**config.mk**
```make
export PLATFORM = sky130hd
export DESIGN_NAME = nonogram_sequencer
export DESIGN_NICKNAME = d
export VERILOG_FILES = /design/src/rtl/nonogram_pkg.sv /design/src/rtl/nonogram_seq_watchdog.sv /design/src/rtl/nonogram_sequencer.sv
export SDC_FILE = /design/constraint.sdc
export NUM_CORES = 1
export LEC_CHECK = 0
export CAP_MARGIN = 10
export CORE_AREA = 2 2 207 209
export CTS_BUF_LIST = sky130_fd_sc_hd__clkbuf_16
export DETAILED_ROUTE_END_ITERATION = 8
export DIE_AREA = 0 0 209 211
export PLACE_DENSITY = 0.67
export SYNTH_ARGS = -nofsm -noshare
export SYNTH_HDL_FRONTEND = slang
export SYNTH_SLANG_ARGS = --single-unit
```
**constraint.sdc**
```tcl
create_clock -name clk -period 8.75 [get_ports clk]
set_input_delay 0.875 -clock clk [delete_from_list [all_inputs] [get_ports clk]]
set_output_delay 0.875 -clock clk [all_outputs]
set_load 0.02 [all_outputs]
```
**src/rtl/nonogram_pkg.sv**
```systemverilog
// Shared types and default sizes for the nonogram solver control core.
package nonogram_pkg;

  typedef enum logic [1:0] {
    ST_RECEIVE  = 2'd0,
    ST_SOLVE    = 2'd1,
    ST_TRANSMIT = 2'd2,
    ST_ERROR    = 2'd3
  } state_e;

  typedef enum logic [1:0] {
    ERR_NONE     = 2'd0,
    ERR_OVERFLOW = 2'd1,
    ERR_TIMEOUT  = 2'd2,
    ERR_BAD_DIM  = 2'd3
  } err_e;

  localparam int DEF_MAX_ROWS   = 15;
  localparam int DEF_MAX_COLS   = 15;
  localparam int DEF_LINE_WIDTH = 16;

endpackage

```
**src/rtl/nonogram_seq_watchdog.sv**
```systemverilog
// Solve-phase watchdog: counts enabled cycles from a cleared start and flags
// the cycle on which TIMEOUT_CYCLES-1 is reached; TIMEOUT_CYCLES=0 disables it.
module seq_watchdog #(
  parameter int TIMEOUT_CYCLES = 50_000_000
) (
  input  logic clk,
  input  logic rst,
  input  logic i_en,
  input  logic i_clr,
  output logic o_expire
);

  localparam int CW = (TIMEOUT_CYCLES > 2) ? $clog2(TIMEOUT_CYCLES) : 1;
  localparam bit WD_ON = (TIMEOUT_CYCLES > 0);
  localparam logic [CW-1:0] LAST = WD_ON ? CW'(TIMEOUT_CYCLES - 1) : '0;

  logic [CW-1:0] r_count;
  logic          w_hit;

  assign w_hit    = (r_count == LAST);
  assign o_expire = WD_ON && i_en && w_hit;

  // Holds at the terminal value; the sequencer leaves SOLVE on that cycle anyway.
  always_ff @(posedge clk or posedge rst) begin
    if (rst) begin
      r_count <= '0;
    end else if (i_clr) begin
      r_count <= '0;
    end else if (i_en && WD_ON && !w_hit) begin
      r_count <= r_count + 1'b1;
    end
  end

endmodule

```
**src/rtl/nonogram_sequencer.sv**
```systemverilog
// RECEIVE -> SOLVE -> TRANSMIT sequencer with line-FIFO steering and ERROR recovery.
// Optional macro SOLVE_STATS_EN adds solve_cycles / solve_passes statistics.
module nonogram_sequencer
  import nonogram_pkg::*;
#(
  parameter int MAX_ROWS       = DEF_MAX_ROWS,
  parameter int MAX_COLS       = DEF_MAX_COLS,
  parameter int LINE_WIDTH     = DEF_LINE_WIDTH,
  parameter int TIMEOUT_CYCLES = 50_000_000
) (
  input  logic                             clk,
  input  logic                             rst,
  input  logic                             parse_write,
  input  logic [LINE_WIDTH-1:0]            parse_line,
  input  logic                             parse_done,
  input  logic [$clog2(MAX_ROWS+1)-1:0]    m_in,
  input  logic [$clog2(MAX_COLS+1)-1:0]    n_in,
  input  logic                             solve_write,
  input  logic [LINE_WIDTH-1:0]            solve_line,
  input  logic                             solve_done,
  input  logic [MAX_ROWS*MAX_COLS-1:0]     solution_in,
  input  logic                             asm_done,
  input  logic                             fifo_full,
  input  logic                             clear,
  output logic                             fifo_wr_en,
  output logic [LINE_WIDTH-1:0]            fifo_din,
  output logic                             fifo_flush,
  output logic                             solve_start,
  output logic                             asm_start,
  output logic [MAX_ROWS*MAX_COLS-1:0]     solution_out,
  output logic [$clog2(MAX_ROWS+1)-1:0]    m_out,
  output logic [$clog2(MAX_COLS+1)-1:0]    n_out,
  output logic [1:0]                       state_out,
  output logic [1:0]                       err_code
`ifdef SOLVE_STATS_EN
  ,
  output logic [31:0]                      solve_cycles,
  output logic [15:0]                      solve_passes
`endif
);

  localparam logic [1:0] S_RECEIVE  = ST_RECEIVE;
  localparam logic [1:0] S_SOLVE    = ST_SOLVE;
  localparam logic [1:0] S_TRANSMIT = ST_TRANSMIT;
  localparam logic [1:0] S_ERROR    = ST_ERROR;

  logic [1:0]                   r_state;
  logic [1:0]                   r_err;
  logic                         r_flush;
  logic                         r_solve_start;
  logic                         r_asm_start;
  logic [MAX_ROWS*MAX_COLS-1:0] r_solution;
  logic [$clog2(MAX_ROWS+1)-1:0] r_m;
  logic [$clog2(MAX_COLS+1)-1:0] r_n;

  logic                  w_src_write;
  logic [LINE_WIDTH-1:0] w_src_line;
  logic                  w_overflow;
  logic                  w_accept;
  logic                  w_bad_dim;
  logic                  w_expire;

  always_comb begin
    w_src_write = 1'b0;
    w_src_line  = '0;
    case (r_state)
      S_RECEIVE: begin
        w_src_write = parse_write;
        w_src_line  = parse_line;
      end
      S_SOLVE: begin
        w_src_write = solve_write;
        w_src_line  = solve_line;
      end
      default: begin
        w_src_write = 1'b0;
        w_src_line  = '0;
      end
    endcase
  end

  assign w_overflow = w_src_write & fifo_full;
  assign w_accept   = w_src_write & ~fifo_full;
  assign w_bad_dim  = (m_in == '0) || (n_in == '0) ||
                      (int'(m_in) > MAX_ROWS) || (int'(n_in) > MAX_COLS);

  seq_watchdog #(
    .TIMEOUT_CYCLES(TIMEOUT_CYCLES)
  ) u_watchdog (
    .clk     (clk),
    .rst     (rst),
    .i_en    (r_state == S_SOLVE),
    .i_clr   (r_state != S_SOLVE),
    .o_expire(w_expire)
  );

  // Overflow outranks parse_done/solve_done; solve_done outranks the watchdog.
  always_ff @(posedge clk or posedge rst) begin
    if (rst) begin
      r_state       <= S_RECEIVE;
      r_err         <= ERR_NONE;
      r_flush       <= 1'b0;
      r_solve_start <= 1'b0;
      r_asm_start   <= 1'b0;
      r_solution    <= '0;
      r_m           <= '0;
      r_n           <= '0;
    end else begin
      r_flush       <= 1'b0;
      r_solve_start <= 1'b0;
      r_asm_start   <= 1'b0;
      case (r_state)
        S_RECEIVE: begin
          if (w_overflow) begin
            r_state <= S_ERROR;
            r_err   <= ERR_OVERFLOW;
          end else if (parse_done) begin
            if (w_bad_dim) begin
              r_state <= S_ERROR;
              r_err   <= ERR_BAD_DIM;
            end else begin
              r_m           <= m_in;
              r_n           <= n_in;
              r_state       <= S_SOLVE;
              r_solve_start <= 1'b1;
            end
          end
        end
        S_SOLVE: begin
          if (w_overflow) begin
            r_state <= S_ERROR;
            r_err   <= ERR_OVERFLOW;
          end else if (solve_done) begin
            r_solution  <= solution_in;
            r_state     <= S_TRANSMIT;
            r_asm_start <= 1'b1;
          end else if (w_expire) begin
            r_state <= S_ERROR;
            r_err   <= ERR_TIMEOUT;
          end
        end
        S_TRANSMIT: begin
          if (asm_done) r_state <= S_RECEIVE;
        end
        default: begin
          if (clear) begin
            r_state <= S_RECEIVE;
            r_err   <= ERR_NONE;
            r_flush <= 1'b1;
          end
        end
      endcase
    end
  end

`ifdef SOLVE_STATS_EN
  logic [31:0] r_cycles;
  logic [15:0] r_passes;

  // The solve_start cycle is itself the first SOLVE cycle, so it restarts at 1.
  always_ff @(posedge clk or posedge rst) begin
    if (rst) begin
      r_cycles <= '0;
      r_passes <= '0;
    end else if (r_state == S_SOLVE) begin
      if (r_solve_start) begin
        r_cycles <= 32'd1;
        r_passes <= {15'd0, w_accept};
      end else begin
        if (r_cycles != '1) r_cycles <= r_cycles + 1'b1;
        if (w_accept && r_passes != '1) r_passes <= r_passes + 1'b1;
      end
    end
  end

  assign solve_cycles = r_cycles;
  assign solve_passes = r_passes;
`endif

  assign fifo_wr_en   = w_accept;
  assign fifo_din     = w_src_line;
  assign fifo_flush   = r_flush;
  assign solve_start  = r_solve_start;
  assign asm_start    = r_asm_start;
  assign solution_out = r_solution;
  assign m_out        = r_m;
  assign n_out        = r_n;
  assign state_out    = r_state;
  assign err_code     = r_err;

endmodule

```
# Yosys cells after proc, flatten, opt, wreduce, memory -nomap -nowiden
# Index checks and enable logic that the tools add are counted.
# totals
register_bits	266
inputBits	274
output_inout_bits	257
word_cells	70
# classes
add_sub_neg	1
n_eq_ne	10
mux	29
bitwise_logic	6
reduce_logical	15
# ops
operator	count
2-to-1 mux 26 bit	2
case mux 16 bit (2 select lines)	1
2-to-1 mux 2 bit	14
adder 26 x 1 -> 26 bit (second input constant)	1
== test 26 bit (second input constant)	1
!= test 3 bit (second input constant)	4
case mux 2 bit (3 select lines)	2
2-to-1 mux 1 bit	9
zero test 4 bit	2
AND reduction 4 bit	2
AND reduction 6 bit	1
!= test 4 bit (second input constant)	1
NOT 1 bit	4
nonzero test 4 bit	1
AND reduction 3 bit	1
nonzero test 3 bit	1
OR reduction 3 bit	1
AND 1 bit	2
== test 2 x 1 -> 1 bit (second input constant)	1
== test 2 bit (second input constant)	1
logical AND 1 bit	2
zero test 2 bit	1
!= test 2 x 1 -> 1 bit (second input constant)	1
!= test 2 bit (second input constant)	1
other kinds (4)	4

# Logic depth before layout (Yosys ltp)
# Gate-level depths: netlist of the first run.
# logic_depth
ltp_word	6
ltp_mapped	8
mapped_depth_nobuf	6

# Modules after synthesis
# From an unflattened synthesis of the first run, not the netlist that was laid out.
# unflattened
cells_unflattened	720
hier_area_um2	10756.6
# modules_own_cells
module	n_inst	cells_each	area_each_um2	seq_area_each_um2
nonogram_sequencer	1	576	9327.7	6005.8
seq_watchdog	1	144	1428.9	650.6

# Worst setup path after synthesis of the first run
# OpenSTA, ideal clock, no wires.
# synth_path
kind	reg-to-output
from	register r_state[0], in the netlist state_out[0]
to	output fifo_din[0]
arrival_ps	1641
required_ps	7875
setup_slack_ps	6234
path_stages_with_launch	6
n_path_buf	3
path_cell_list	dfrtp_1 clkbuf_1 buf_2 buf_2 mux2i_1 nor2_1
# synth_via
elab_chain_len	2
word_cells_on_any_way	3
cone_classes	1 x eq/ne; 1 x mux; 1 x reduce/logical
# synth_rtl
item	line_no	source
from (decl)	nonogram_sequencer.sv:47	logic [1:0] r_state;
from (signal assigned)	nonogram_sequencer.sv:100	r_state <= S_RECEIVE;
from (signal assigned)	nonogram_sequencer.sv:115	r_state <= S_ERROR;
from (signal assigned)	nonogram_sequencer.sv:119	r_state <= S_ERROR;
== test 2 x 1 -> 1 bit or zero test 2 bit (tied branches)	nonogram_sequencer.sv:66	case (r_state)
case mux 16 bit (2 select lines) *	nonogram_sequencer.sv:66	
to (decl)	nonogram_sequencer.sv:26	output logic [LINE_WIDTH-1:0] fifo_din,
# Every way passes the cells marked *; elsewhere a longest branch is shown, timed or not.

# Final worst setup path of the first run
# layout_path
from	register r_state[1], in the netlist state_out[1]
to	register r_solution[136], in the netlist solution_out[136]
# layout_via
elab_chain_len	5
word_cells_on_any_way	6
cone_classes	1 x eq/ne; 1 x mux; 2 x bitwise; 2 x reduce/logical
# layout_rtl
item	line_no	source
== test 2 x 1 -> 1 bit or zero test 2 bit (tied branches)	nonogram_sequencer.sv:66, nonogram_sequencer.sv:112	
case mux 1 bit (2 select lines)	nonogram_sequencer.sv:66	
AND 1 bit	nonogram_sequencer.sv:82	assign w_overflow = w_src_write & fifo_full;
NOT 1 bit (no line)	--	
AND reduction 3 bit (no line) *	--	
to (signal assigned)	nonogram_sequencer.sv:134	r_solution <= solution_in;
to (decl)	nonogram_sequencer.sv:52	logic [MAX_ROWS*MAX_COLS-1:0] r_solution;
# Marked as above.
# A chain may end at the register's enable or synchronous reset.

==> qor.txt, run 1 <==
Starting density of the core - 0.2569
Flop2flop setup slack - 5540 ps
Critical path launch point type - flop
Clock Skew - 9.069 ps
Critical Path End Type - flop
Fin Setup TNS - 0 ps
Arr. time, crit path - 3690 ps
Worst-path maximum fanout - 82
Final setup violation count - 0
Reg2reg end - solution_out[136]$_DFFE_PP0P_
Placer congestion estimate - 0.8482
Sw Pwr - 2280 uW
Drt total wl - 34.61 mm
Seq pwr share - 0.336
Gr usage total - 0.1516
Min-delay src - solution_out[115]$_DFFE_PP0P_
Vias per cell - 4.238
N_diodes - 0
Predominant post-synthesis flop cell - dfrtp_1
1st-pass router iterations - 5
Hold Path Depth - 2
Number of cell rows - 75
Synthesized net count - 1,463
DIE AREA - 44,100 um^2
Switch share - 0.3803
Die Ht - 211 um
Critical Path RT - 9240 ps
Synth unique cells - 51
Layout cell share with drive strength beyond 1 - 0.04596
Combinational cell fraction of total power - 0.458
Port Buffer Count - 530
Bufs on Longest Clock Path - 3
# nets final - 1,971
Via count - 9,569
Pin count of the biggest net entering global routing - 137
Max Slew Vio Count - 0
Clock power frac - 0.207
Die W - 209 um
Worst reg2reg path depth - 6
CTS tree - built
Root buffer selected by CTS - clkbuf_16
Boundary Pins - 531
Initial antenna violation count - 0
Post-route DRC - 0
Status - finished, final reports clean
Slew @ Worst Pin - 1025 ps
Commonest non-fill, non-tap cell in the layout - nand2_1
RSZ-0062 raised after global routing - false
Post-synth EDFFs - 0
DRT iter0 DRCs - 519
Core Area - 41,760 um^2
Sequential area share after synthesis - 0.6205
Mapped Cells - 1,188
Fraction of registers with async set or reset after synthesis - 1.000
Post-CTS setup repair buffer count - 0
# hold bufs at CTS - 0
Htree depth - 1
Fmax - 0.3119 GHz
Pwr dens - 343.0 nW/um^2
Synth Area per Inst - 9.030 um^2
Final worst-path cycle share - 0.3664
VDD IR max - 0.0001605 V
Syn. warnings - 0
Layout Cells excl Fill - 2,258
Vias in the first global route - 9,818
Post-cts resize count - 0
Max-Cap Viols - 0
Area Growth Syn to Fin - 62.90%
Total congestion overflow - 0
Post-layout minimum cycle time - 3206 ps
Lkg Pwr - 0.008270 uW
Worst-Skew Late Latency - 550 ps
Avg WL per Cell - 15.33 um
Clk pin slew, worst setup/hold paths - 60 ps
Synthesized area - 10,730 um^2
Slew HR - 0.3166
Final hold violation count - 0
First-pass GRT wire length - 54.19 mm
Endpoint of the worst hold path - solution_out[115]$_DFFE_PP0P_
RR Startpoint - state_out[1]$_DFFE_PP0P_
Hold crit path type - reg -> reg
Commonest cells after routing, fill and taps aside - 690 x nand2_1, 530 x clkdlybuf4s50_1, 266 x dfrtp_1
Antenna Violating Nets Remaining - 0
Int Power - 3715 uW
Final HPWL DP - 24.91 mm
CTS Buf Count - 30
Register bit total from synthesis - 266
Placed insts - 2,203
Clock sink count - 266
Setup CP Type - reg -> reg
## cell type report
| type | count | area (um^2) |
|---|---|---|
| Sequential cell | 266 | 6656 |
| Inverter | 4 | 27.53 |
| Clock buffer | 31 | 775.7 |
| Clock inverter | 24 | 196.4 |
| Tap cell | 539 | 674.4 |
| Timing Repair Buffer | 537 | 5370 |
| Multi-Input combinational cell | 857 | 3775 |
| Fill cell | 4039 | 24280 |
## cells in the mapped netlist, types with 3 or more instances
| master | count | share of area |
|---|---|---|
| nand3_1 | 10 | 0.0047 |
| o21ai_0 | 4 | 0.0019 |
| xor2_1 | 10 | 0.0082 |
| mux2_2 | 8 | 0.0084 |
| o211ai_1 | 3 | 0.0021 |
| a21oi_1 | 5 | 0.0023 |
| clkbuf_1 | 22 | 0.0077 |
| mux2i_1 | 18 | 0.017 |
| buf_2 | 32 | 0.015 |
| dfrtp_1 | 266 | 0.62 |
| nor3_1 | 8 | 0.0037 |
| and3_1 | 4 | 0.0023 |
| buf_1 | 4 | 0.0014 |
| inv_1 | 3 | 0.0010 |
| nand2_1 | 690 | 0.24 |
| nand4_1 | 4 | 0.0023 |
| nor2_1 | 44 | 0.015 |
| xnor2_1 | 11 | 0.0090 |
## stage by stage
step | util | hold WS [ps] | power (uW) | area, um^2 | worst slack, ps
final | 0.4185 | 468.8 | 5995 | 17480 | 5544
after global routing | 0.4185 | 489.1 | 6357 | 17480 | 5270
after CTS | 0.4185 | 475.9 | 6070 | 17480 | 5508
after detailed placement | 0.3952 | 461.0 | 4796 | 16500 | 5221
after global placement | 0.3952 | 456.4 | 4747 | 16500 | 5285
after floorplan | - | 502.2 | 3348 | 10730 | 549.7
## metal layers
metal  track usage  wire length (um)
met3       0.03494              2273
met2        0.2585             17010
met4       0.04581               785
met5             0                 0
met1        0.1915             14540
## power by group through the flow
stage          sequential, uW  clock, uW  combinational, uW
4_1_cts                  2010       1280               2780
5_1_grt                  2080       1330               2940
3_3_place_gp             2010          0               2730
6_report                 2010       1240               2740
3_5_place_dp             2020          0               2770
2_1_floorplan            2610          0                740
## state kept, by name (all words and copies together), names as in the netlist
signal,flops
solution_out,225
solve_start,1
m_out,4
n_out,4
u_watchdog.r_count,26
state_out,2
err_code,2
asm_start,1
fifo_flush,1
## how the worst max path moves through the flow
stage / startpoint / slack [ps] / endpoint
global placement: fifo_full / 5280 / solution_out[152]$_DFFE_PP0P_
floorplan: rst / 550 / asm_start$_DFF_PP0_
global route: state_out[1]$_DFFE_PP0P_ / 5270 / solution_out[191]$_DFFE_PP0P_
detailed placement: fifo_full / 5220 / solution_out[136]$_DFFE_PP0P_
finish: state_out[1]$_DFFE_PP0P_ / 5540 / solution_out[136]$_DFFE_PP0P_
CTS: state_out[1]$_DFFE_PP0P_ / 5510 / solution_out[206]$_DFFE_PP0P_
## critical path: stages (launching register included)
cell and delay [ps]:
dfrtp_1 900, and2b_2 340, nand3_4 120, buf_4 680, buf_4 790, nand2_1 140, nand2_1 90
## logic make-up (layout without fill, tap and decap cells)
kind of cell / Yosys count / in the layout / synth area share
xor gates and xnor gates: 21 / 21 / 0.01714
DFF: 266 / 266 / 0.6205
muxes: 26 / 26 / 0.02519
adders and majority gates: 1 / 1 / 0.001166
and+or+nand+nor: 787 / 787 / 0.2934
buffers and inverters: 65 / 596 / 0.02881
AOI/OAI and AO/OA: 22 / 22 / 0.01376
(Power assumes the default switching activity.)
==> run 2, diff against run 1 <==
clock period = 2.7 ns   (was 8.75 ns; I/O delays follow)
==> run 2 against run 1 <==
Effect of this change:
- via count increased by 2.3%
- final area increased by 1.1%
- combinational power increased to 3.3 times the previous value
- first-iteration DRC count increased by 20%
- setup slack got worse by 5400 ps
- sequential cell count unchanged
- clock skew increased by 4.6 ps
- utilization increased by 0.48 points
- sequential share of layout area decreased by 0.43 points
- hold slack got worse by 410 ps
- clock power increased to 3.2 times the previous value
- critical path type is now reg -> out
- largest power group unchanged
- highest routed layer unchanged
==> qor.txt, run 2 (synthesized netlist as in run 1, its figures left out) <==
First-pass GRT wire length - 55.12 mm (+1.7%)
Post-CTS setup repair buffer count - 0 (unchanged)
Die W - 209 um (unchanged)
Vias per cell - 4.301 (+1.5%)
Int Power - 12,070 uW (+220%)
RSZ-0062 raised after global routing - false
Port Buffer Count - 530 (unchanged)
Post-route DRC - 0 (unchanged)
Htree depth - 1 (unchanged)
Antenna Violating Nets Remaining - 0 (unchanged)
Root buffer selected by CTS - clkbuf_16
Max-Cap Viols - 0 (unchanged)
Clock Skew - 13.69 ps (+4.619 ps)
Via count - 9,789 (+2.3%)
Clock power frac - 0.205 (-0.002)
Final HPWL DP - 25.78 mm (+3.5%)
Gr usage total - 0.1548 (+0.003172)
Layout cell share with drive strength beyond 1 - 0.05357 (+0.007614)
Number of stages on the worst setup path - 4 (-2)
Drt total wl - 34.80 mm (+0.53%)
CTS tree - built
Fill cell count - 4,036 (-0.074%)
Clock sink count - 266 (unchanged)
Post-cts resize count - 0 (unchanged)
Clk pin slew, worst setup/hold paths - 60 ps (about the same)
Post-layout minimum cycle time - 2524 ps
Fmax - 0.3962 GHz
Critical Path End Type - output pin
Placed insts - 2,219 (+0.73%)
CTS Buf Count - 30 (unchanged)
Seq pwr share - 0.334 (-0.002)
Worst-path maximum fanout - 23 (-72%)
Initial antenna violation count - 1 (+1)
# hold bufs at CTS - 0 (unchanged)
Commonest cells after routing, fill and taps aside - 690 x nand2_1, 530 x clkdlybuf4s50_1, 266 x dfrtp_1
Setup CP Type - reg -> out
Commonest non-fill, non-tap cell in the layout - nand2_1
Arr. time, crit path - 2250 ps (-1440 ps)
Max Slew Vio Count - 0 (unchanged)
Worst reg2reg path depth - 6 (unchanged)
1st-pass router iterations - 5 (unchanged)
Largest delay share family, worst path - buffers and inverters
Worst-Skew Late Latency - 560 ps (about the same)
Fin area - 17,680 um^2 (+1.1%)
Placer congestion estimate - 0.9089 (+7.2%)
Post-DP Area - 16,710 um^2 (+1.2%)
Hold_ws - 60.79 ps (-408.0 ps)
Boundary Pins - 531 (unchanged)
Pin count of the biggest net entering global routing - 117 (-15%)
Die Ht - 211 um (unchanged)
Crit path max-delay cell type - clkdlybuf4s50_1
Final hold violation count - 0 (unchanged)
Final worst-path cycle share - 0.9349
Critical path launch point type - flop
Pwr dens - 1103 nW/um^2 (+220%)
Critical Path RT - 2430 ps (-6810 ps)
Vias in the first global route - 9,947 (+1.3%)
Crit-path max cell delay - 540 ps (-360 ps)
Core Area - 41,760 um^2 (unchanged)
Crit path cell chain - buf_4 > mux2i_1 > nor2_1 > clkdlybuf4s50_1
Slew HR - 0.5789 (+0.2623)
Starting density of the core - 0.2569 (unchanged)
Slew @ Worst Pin - 631.6 ps (-393.5 ps)
DRT iter0 DRCs - 621 (+20%)
Sw Pwr - 7429 uW (+230%)
Buf/Inv on CP - 2 (unchanged)
Area Growth Syn to Fin - 64.77%
Final setup violation count - 0 (unchanged)
VDD IR max - 0.0006816 V (+320%)
Number of cell rows - 75 (unchanged)
Total congestion overflow - 0 (unchanged)
Switch share - 0.3810 (+0.0007038)
Hold crit path type - in -> async
DIE AREA - 44,100 um^2 (unchanged)
Avg WL per Cell - 15.29 um (-0.27%)
Lkg Pwr - 0.008383 uW (+1.4%)
Fin Setup TNS - 0 ps (unchanged)
Combinational cell fraction of total power - 0.462 (+0.004)
Bufs on Longest Clock Path - 3 (unchanged)
Status - finished, final reports clean
Max reg flops - 225 (unchanged)
Layout Cells excl Fill - 2,276 (+0.80%)
# nets final - 1,987 (+0.81%)
## run 2: cell types whose count changed in the layout (fill, tap and decap cells not counted), sizes merged
| cell | delta |
|---|---|
| buf | +16 |
| inv | +4 |
| clkinv | -2 |
| clkbuf | -1 |
| diode | +1 |
## run 2: layout make-up
| class | count | area [um^2] | share of cell area |
|---|---|---|---|
| well taps | 539 | 674.4 | 0.03815 |
| flip-flops and latches | 266 | 6656 | 0.3766 |
| clock inverters | 26 | 215.2 | 0.01218 |
| multi-input cells | 857 | 3775 | 0.2136 |
| inverters | 4 | 23.77 | 0.001345 |
| diodes | 1 | 2.502 | 0.0001416 |
| repair buffers | 553 | 5578 | 0.3156 |
| clock buffers | 30 | 750.7 | 0.04247 |
## run 2: metal layers
metal	wire (um)	track usage	part of all wire	vias up
met2	16840	0.2583	0.48	328
met4	837	0.04901	0.024	0
met1	14540	0.1968	0.42	4682
met5	0	0	0	-
met3	2581	0.03970	0.074	54
li1	-	-	-	4725
## run 2: per-stage QoR
step / power [uW] / util / setup WS (ps)
6_report: 19500 / 0.4233 / 175.9
5_1_grt: 20700 / 0.4232 / 61.63
4_1_cts: 19760 / 0.4232 / 162.7
3_5_place_dp: 15620 / 0.4001 / 395.9
3_3_place_gp: 15450 / 0.4001 / 419.7
2_1_floorplan: 10850 / - / -1081
## run 2: worst register-to-register path, cell delays in order, from the launching register on
cell and delay (ps):
dfrtp_1 370, ha_1 200, and2_1 280, nand4_1 340, nor2_2 370, mux2i_1 230
nor2_1 50
## run 2: final timing paths
check	start	endpoint	slack (ps)
min	rst	solution_out[23]$_DFFE_PP0P_	60
max in group asynchronous	rst	solution_out[139]$_DFFE_PP0P_	1850
min reg2reg	solution_out[3]$_DFFE_PP0P_	solution_out[3]$_DFFE_PP0P_	470
max reg2reg	u_watchdog.r_count[0]$_DFFE_PP0P_	u_watchdog.r_count[1]$_DFFE_PP0P_	750
max	state_out[0]$_DFFE_PP0P_	fifo_din[9]	180
min in group clk	solution_in[188]	solution_out[188]$_DFFE_PP0P_	230
## run 2: power by group through the flow
stage	Clock, uW	Combinational, uW	Sequential [uW]
floorplan	0	2400	8450
global placement	0	8970	6480
detailed placement	0	9070	6550
CTS	4140	9110	6510
global route	4300	9670	6720
finish	3990	9000	6500
==> run 3, diff against run 2 <==
SETUP_SLACK_MARGIN = 0.3   (was not set)
==> run 3 against run 2 <==
Effect of this change:
- via count hardly changed
- die area is the same
- final area rose by 0.13%
- power grew 0.12%
- count of clock-buffer cells in the layout is the same
- first-iteration DRC count is 12% lower
- critical path depth is the same
- sequential share of layout area is essentially flat
- setup slack better by 190 ps
- combinational power about the same
- largest power group unchanged
- highest routed layer unchanged
==> qor.txt, run 3 (synthesized netlist as in run 1, its figures left out) <==
Total congestion overflow - 0 (unchanged)
Die Ht - 211 um (unchanged)
Area Growth Syn to Fin - 64.98%
Starting density of the core - 0.2569 (unchanged)
Max-Cap Viols - 0 (unchanged)
# nets final - 1,987 (unchanged)
Final HPWL DP - 25.78 mm (unchanged)
Worst-path maximum fanout - 23 (unchanged)
Final worst slack - 362.5 ps (+186.6 ps)
Avg WL per Cell - 15.36 um (+0.48%)
Post-layout minimum cycle time - 2338 ps (-186.6 ps)
Arr. time, crit path - 2070 ps (-180 ps)
1st-pass router iterations - 5 (unchanged)
Antenna Violating Nets Remaining - 0 (unchanged)
Commonest non-fill, non-tap cell in the layout - nand2_1
Fill cell count - 4,034 (-0.050%)
Pin count of the biggest net entering global routing - 117 (unchanged)
Final worst-path cycle share - 0.8658 (-0.06910)
Post-DP Area - 16,710 um^2 (unchanged)
CTS Buf Count - 30 (unchanged)
Vias in the first global route - 9,965 (+0.18%)
Post-route DRC - 0 (unchanged)
Slew HR - 0.5744 (-0.004567)
Commonest cells after routing, fill and taps aside - 690 x nand2_1, 524 x clkdlybuf4s50_1, 264 x dfrtp_1
Slew @ Worst Pin - 638.5 ps (+6.851 ps)
DIE AREA - 44,100 um^2 (unchanged)
Clock sink count - 266 (unchanged)
Setup CP Type - reg -> out
CTS tree - built
Vias per cell - 4.299 (about the same)
Clock Skew - 13.45 ps (-0.2395 ps)
Max reg flops - 225 (unchanged)
Root buffer selected by CTS - clkbuf_16
Final Util - 0.4238 (+0.0005390)
Lkg Pwr - 0.008448 uW (+0.78%)
Final hold violation count - 0 (unchanged)
Final setup violation count - 0 (unchanged)
VDD IR max - 0.0006809 V (-0.10%)
Pwr dens - 1103 nW/um^2 (about the same)
Bufs on Longest Clock Path - 3 (unchanged)
Boundary Pins - 531 (unchanged)
Total power draw - 19,520 uW (+0.12%)
Via count - 9,784 (-0.051%)
Hold crit path type - in -> async
Drt total wl - 34.96 mm (+0.48%)
First-pass GRT wire length - 55.19 mm (+0.13%)
Max Slew Vio Count - 0 (unchanged)
Critical Path RT - 2430 ps (about the same)
Area of the multi-input gates - 3775 um^2 (unchanged)
Dpl ws - 395.9 ps (unchanged)
Clk pin slew, worst setup/hold paths - 60 ps (about the same)
Fin area - 17,700 um^2 (+0.13%)
RSZ-0062 raised after global routing - false
Htree depth - 1 (unchanged)
DRT iter0 DRCs - 544 (-12%)
Worst-Skew Late Latency - 560 ps (about the same)
Placer congestion estimate - 0.9089 (unchanged)
Layout cell share with drive strength beyond 1 - 0.05472 (+0.001152)
Layout Cells excl Fill - 2,276 (unchanged)
Port Buffer Count - 530 (unchanged)
Core Area - 41,760 um^2 (unchanged)
Initial antenna violation count - 1 (unchanged)
Reg area - 6659 um^2 (about the same)
Number of cell rows - 75 (unchanged)
Gr usage total - 0.1549 (+0.0001619)
Fmax - 0.4278 GHz (+8.0%)
Status - finished, final reports clean
Critical path launch point type - flop
Die W - 209 um (unchanged)
Placed insts - 2,219 (unchanged)
Critical Path End Type - output pin
-- run 3: cell count changes in the layout (fill, tap and decap cells not counted) --
cell,change
buf_4,-1
buf_12,+1
dfrtp_1,-2
dlymetal6s2s_1,+4
dlygate4sd2_1,+2
dfrtp_2,+2
clkdlybuf4s50_1,-6
-- run 3: what timing repair did --
action	in CTS	in global routing
hold endpoints to repair	0	0
resized for setup	6	5
hold buffers	0	0
endpoints found under the setup margin	17	13
setup buffers	0	0
-- run 3: worst paths after layout --
path,from,to,slack (ps),depth (start not counted)
max in group asynchronous,rst,solution_out[139]$_DFFE_PP0P_,1850,4
setup reg to reg,u_watchdog.r_count[0]$_DFFE_PP0P_,u_watchdog.r_count[1]$_DFFE_PP0P_,730,6
hold reg to reg,solution_out[3]$_DFFE_PP0P_,solution_out[3]$_DFFE_PP0P_,470,2
setup / recovery,state_out[0]$_DFFE_PP0P_,fifo_din[6],360,4
hold / removal,rst,solution_out[30]$_DFFE_PP0P_,60,2
min in group clk,solution_in[188],solution_out[188]$_DFFE_PP0P_,230,3
-- run 3: through the flow --
stage	setup TNS (ps)	hold slack, ps
2_1_floorplan	-287680	375.4
3_3_place_gp	0	456.3
3_5_place_dp	0	460.7
4_1_cts	0	36.94
5_1_grt	0	56.79
6_report	0	61.11
-- run 3: worst max-delay path, stage by stage (launching register included) --
cell             delay [ps]
dfrtp_2                 450
buf_12                  180
mux2i_1                 140
nor2_1                  110
clkdlybuf4s50_1         610
-- run 3: cell type report --
| cell class | count | area share |
|---|---|---|
| Sequential cell | 266 | 0.3762 |
| Clock buffer | 30 | 0.04242 |
| Timing Repair Buffer | 553 | 0.3163 |
| Antenna cell | 1 | 0.0001414 |
| Multi-Input combinational cell | 857 | 0.2133 |
| Inverter | 4 | 0.001343 |
| Tap cell | 539 | 0.03811 |
| Clock inverter | 26 | 0.01216 |
-- run 3: per-layer routing --
metal,vias to the layer above,track usage,share of wire
met5,-,0,0
met4,0,0.04901,0.024
met3,54,0.03970,0.074
met2,331,0.2587,0.49
met1,4674,0.1969,0.42
li1,4725,-,-
-- run 3: report_power, final --
part | leakage [uW] | internal, uW | switching (uW)
registers | 0.00338 | 5610 | 899
logic | 0.00457 | 4160 | 4860
clock network | 0.000499 | 2310 | 1680
total | 0.00845 | 12100 | 7440
